**config.mk**
```make
export PLATFORM = sky130hd
export DESIGN_NAME = nand_logic_unit
export DESIGN_NICKNAME = d
export VERILOG_FILES = /design/src/rtl/nand_logic_unit.sv
export SDC_FILE = /design/constraint.sdc
export NUM_CORES = 1
export LEC_CHECK = 0
export CAP_MARGIN = 15
export CORE_MARGIN = 3
export CORE_UTILIZATION = 38
export DETAILED_ROUTE_END_ITERATION = 7
export MAX_ROUTING_LAYER = met4
export SLEW_MARGIN = 15
export SYNTH_ARGS = -nofsm -noshare
export SYNTH_HDL_FRONTEND = slang
export SYNTH_SLANG_ARGS = --single-unit
```
**constraint.sdc**
```tcl
create_clock -name clk -period 2.9 [get_ports clk]
set_input_delay 0.435 -clock clk [delete_from_list [all_inputs] [get_ports clk]]
set_output_delay 0.435 -clock clk [all_outputs]
set_load 0.02 [all_outputs]
```
**src/rtl/nand_logic_unit.sv**
```systemverilog
// Registered WIDTH-bit logic unit with valid/ready handshake and a saturating
// transfer counter; every function is composed from 2-input NAND gates only.

module nand_logic_lane (
  input  logic       a_i,
  input  logic       b_i,
  input  logic [2:0] op_i,
  output logic       y_o
);
  function automatic logic n(input logic x, input logic z);
    return ~(x & z);
  endfunction

  logic na, nb, t, f_and, f_or, f_nor, f_xor, f_xnor, f_buf;

  always_comb begin
    na     = n(a_i, a_i);
    nb     = n(b_i, b_i);
    t      = n(a_i, b_i);
    f_and  = n(t, t);
    f_or   = n(na, nb);
    f_nor  = n(f_or, f_or);
    f_xor  = n(n(a_i, t), n(b_i, t));
    f_xnor = n(f_xor, f_xor);
    f_buf  = n(na, na);
    case (op_i)
      3'd0:    y_o = na;
      3'd1:    y_o = t;
      3'd2:    y_o = f_and;
      3'd3:    y_o = f_or;
      3'd4:    y_o = f_nor;
      3'd5:    y_o = f_xor;
      3'd6:    y_o = f_xnor;
      default: y_o = f_buf;
    endcase
  end
endmodule

module nand_logic_unit #(
  parameter int WIDTH   = 8,
  parameter int COUNT_W = 16
) (
  input  logic               clk,
  input  logic               rst_n,
  input  logic               in_valid,
  output logic               in_ready,
  input  logic [WIDTH-1:0]   a,
  input  logic [WIDTH-1:0]   b,
  input  logic [2:0]         op,
  output logic               out_valid,
  input  logic               out_ready,
  output logic [WIDTH-1:0]   y,
  input  logic               count_clr,
  output logic [COUNT_W-1:0] xfer_count
);
  logic [WIDTH-1:0]   y_d, y_q;
  logic               vld_d, vld_q;
  logic [COUNT_W-1:0] cnt_d, cnt_q;
  logic               accept, xfer;

  for (genvar i = 0; i < WIDTH; i++) begin : g_lane
    nand_logic_lane u_lane (
      .a_i  (a[i]),
      .b_i  (b[i]),
      .op_i (op),
      .y_o  (y_d[i])
    );
  end

  assign in_ready = !vld_q || out_ready;
  assign accept   = in_valid && in_ready;
  assign xfer     = vld_q && out_ready;

  always_comb begin
    vld_d = vld_q;
    if (accept)    vld_d = 1'b1;
    else if (xfer) vld_d = 1'b0;
  end

  // Clear wins over a same-cycle transfer; the counter sticks at all-ones.
  always_comb begin
    cnt_d = cnt_q;
    if (count_clr)             cnt_d = '0;
    else if (xfer && !(&cnt_q)) cnt_d = cnt_q + 1'b1;
  end

  always_ff @(posedge clk or negedge rst_n) begin
    if (!rst_n) begin
      y_q   <= '0;
      vld_q <= 1'b0;
      cnt_q <= '0;
    end else begin
      if (accept) y_q <= y_d;
      vld_q <= vld_d;
      cnt_q <= cnt_d;
    end
  end

  assign y          = y_q;
  assign out_valid  = vld_q;
  assign xfer_count = cnt_q;
endmodule
```
==> impl_results.md <==
- Final worst-path cycle share: between 70% and 80%
- Clock skew: between 0.007 and 0.008 ns
- Worst Setup End Kind: output pin
- Worst setup path startpoint: out_ready
- Share of layout cells above drive strength 1: between 10% and 20%
- Post-CTS setup buffer count: 0
- Post-DRT Antenna Nets: 0
- CP Class: in2out
- Die Width: 79.1 um
- Std-Cell Rows: 25
- Hold path cells: 2
- First-pass GRT wire length: 8110 um
- Die Ht: 79.1 um
- Synth Flop Type: dfrtp_1
- Syn Inst Count: 235
- Clock period minus worst slack: roughly 2.3 ns
- Top cells by area, synth: dfrtp_1, ha_1, mux2_2, nor2_1, nand2_1
- Hold Crit Class: reg2reg
- FF-to-FF path depth: 6
- Max-capacitance violation count: 0
- # nets final: 325
- Drt first-iter violations: 60
- RePlAce Congestion: ~0.85
- Clock root buffer: clkbuf_8
- Setup violators final: 0
- Synth cell types: 45
- DRC Markers: 0
- VDD IR max: 0.000209 V
- Port buffer count: 49
- Register area share after synthesis: between 30% and 40%
- CTS buffer count: 3
- Routed wire length: approximately 4800 um
- Dpl cells: about 350
- Mean post-synth cell area: a little under 9 sq um
- Post-cts sizing count: 0
- Hold Path Origin: y[5]
- Lkg Pwr: about 1.1 nW
- Final Hold Viols: 0
- Routed wire per std cell: 13.6 um
- Post-synth EDFFs: 0
- Crit path launch type: input pin
- Slew margin rel.: slightly below 60%
- Fmax: 0.444 GHz
- Vias in the first global route: roughly 1700
- CORE AREA: roughly 4900 sq um
- CP arrival: 1.82 ns
- Initial Util: between 40 and 50%
- Largest net degree at the start of global routing: 26
- I/O pin count: 50
- CTS tree: built
- Setup_tns: 0 ns
- CTS Hold Bufs: 0
- Non-Filler Instances: 350
- DP HPWL: about 3600 um
- Worst-margin pin slew: ~0.62 ns
- Top cell type's share of synthesized area: between 30% and 40%
- Area Overhead vs Synth: 30.9%
- Worst-Skew Late Latency: 0.28 ns
- Vias per inst: 5.28
- Clock buffer depth: 2
- Worst r2r src: xfer_count[0]
- Initial antenna violation count: 0
- Ys async rst share: 100%
- Congestion Overflow GR: 0
- Post-Syn Nets: approximately 280
- H-tree Lvls: 1
- Critical path peak fanout: 4
- FF+latch count, synth: 25
- Status: complete, no violations
- RSZ-0062 raised after global routing: false
- Number of diodes: 0
- Required time of the worst setup path: about 2.5 ns
- Pwr Density: 336 nW/um^2
- Clock-pin slew on the worst setup and hold paths: ~0.10 ns
- Clk sinks: 25
- Drt first pass iters: 4
- Final Max Tran Viols: 0
- Synth Warn #: 0
- Leading area contributor after synthesis: dfrtp_1
- Die Area: around 6300 sq um
- Vias: about 1800
- Mapped Area: roughly 2000 sq um
- Gr usage total: between 15 and 20%
-- synthesized netlist by cell type (3+ instances only) --
cell type / n
a211oi_1: 9
a21oi_1: 14
a31oi_1: 3
clkbuf_1: 9
dfrtp_1: 25
ha_1: 17
inv_1: 17
mux2_2: 9
mux2i_1: 7
nand2_1: 23
nand2b_1: 5
nand3_1: 8
nor2_1: 25
nor3_1: 6
o21ai_0: 5
o22ai_1: 5
or3_1: 3
xor2_1: 8
-- state kept, by name (all words and copies together) (netlist names) --
name and count:
y 8, xfer_count 16, out_valid 1
-- cell usage in the layout (no fill, tap or decap), drive strengths merged, types with 2 or more instances in the layout --
| cell type | instances |
|---|---|
| nand2 | 23 |
| nor2b | 2 |
| a31oi | 3 |
| nand4 | 4 |
| ha | 17 |
| nand3 | 9 |
| or3 | 4 |
| mux2i | 7 |
| buf | 7 |
| o21ai | 7 |
| o2111ai | 3 |
| a21oi | 14 |
| nor3b | 2 |
| xor2 | 8 |
| dfrtp | 25 |
| a311oi | 2 |
| nor3 | 6 |
| a211o | 2 |
| nand3b | 2 |
| nand2b | 5 |
| clkdlybuf4s50 | 49 |
| nor2 | 25 |
| inv | 17 |
| clkbuf | 3 |
| mux2 | 9 |
| o32ai | 2 |
| o22ai | 5 |
| a211oi | 9 |
-- kinds of logic after synthesis --
group	count (synthesis)	synth area share (%)
simple gates	87	22.7
compound gates	53	18.7
buf+inv	29	5.48
flops	25	30.8
fa+ha+maj	17	10.5
mux	16	8.44
xor+xnor	8	3.45
-- report_power, final --
part	leakage [nW]	internal, mW	switching [mW]
Clock	0.0217	0.0976	0.127
Sequential	0.324	0.371	0.0171
Combinational	0.798	0.140	0.140
Total	1.14	0.609	0.285
-- final cells by class --
class	instances	area, sq um
fillers	490	2280
well taps	67	83.8
repair buffers	56	543
inverters	17	63.8
clock buffers	3	41.3
clock inverters	1	7.51
multi-input cells	181	1290
flip-flops and latches	25	626
-- worst max-delay path, cell delays in order --
cell	delay [ns]
clkdlybuf4s50_1	0.54
nand2b_1	0.20
clkdlybuf4s50_1	0.64
-- final timing paths --
path | endpoint | slack [ns]
max | in_ready | 0.65
max in group asynchronous | y[4] | 2.11
min | y[5] | 0.50
max reg2reg | xfer_count[1] | 0.95
min in group asynchronous | xfer_count[8] | 0.52
min reg2reg | y[5] | 0.50
-- layer usage --
metal	wire, um	GRT usage, %	vias up
li1	-	-	940
met1	2310	22.0	866
met2	2250	25.5	37
met3	154	2.15	4
met4	51	4.81	0
met5	0	-	-
-- per-stage QoR --
step	util (%)	hold WS, ns	power [mW]	setup slack, ns	cell area [sq um]
after global placement	52.8	0.485	0.676	0.665	2610
after detailed placement	52.8	0.480	0.676	0.642	2610
after global routing	53.8	0.544	0.946	0.595	2660
after floorplan	-	0.139	0.547	1.02	2030
after CTS	53.8	0.505	0.903	0.651	2660
final	53.8	0.500	0.894	0.648	2660
Note: power is estimated with default switching activity, not from simulation.
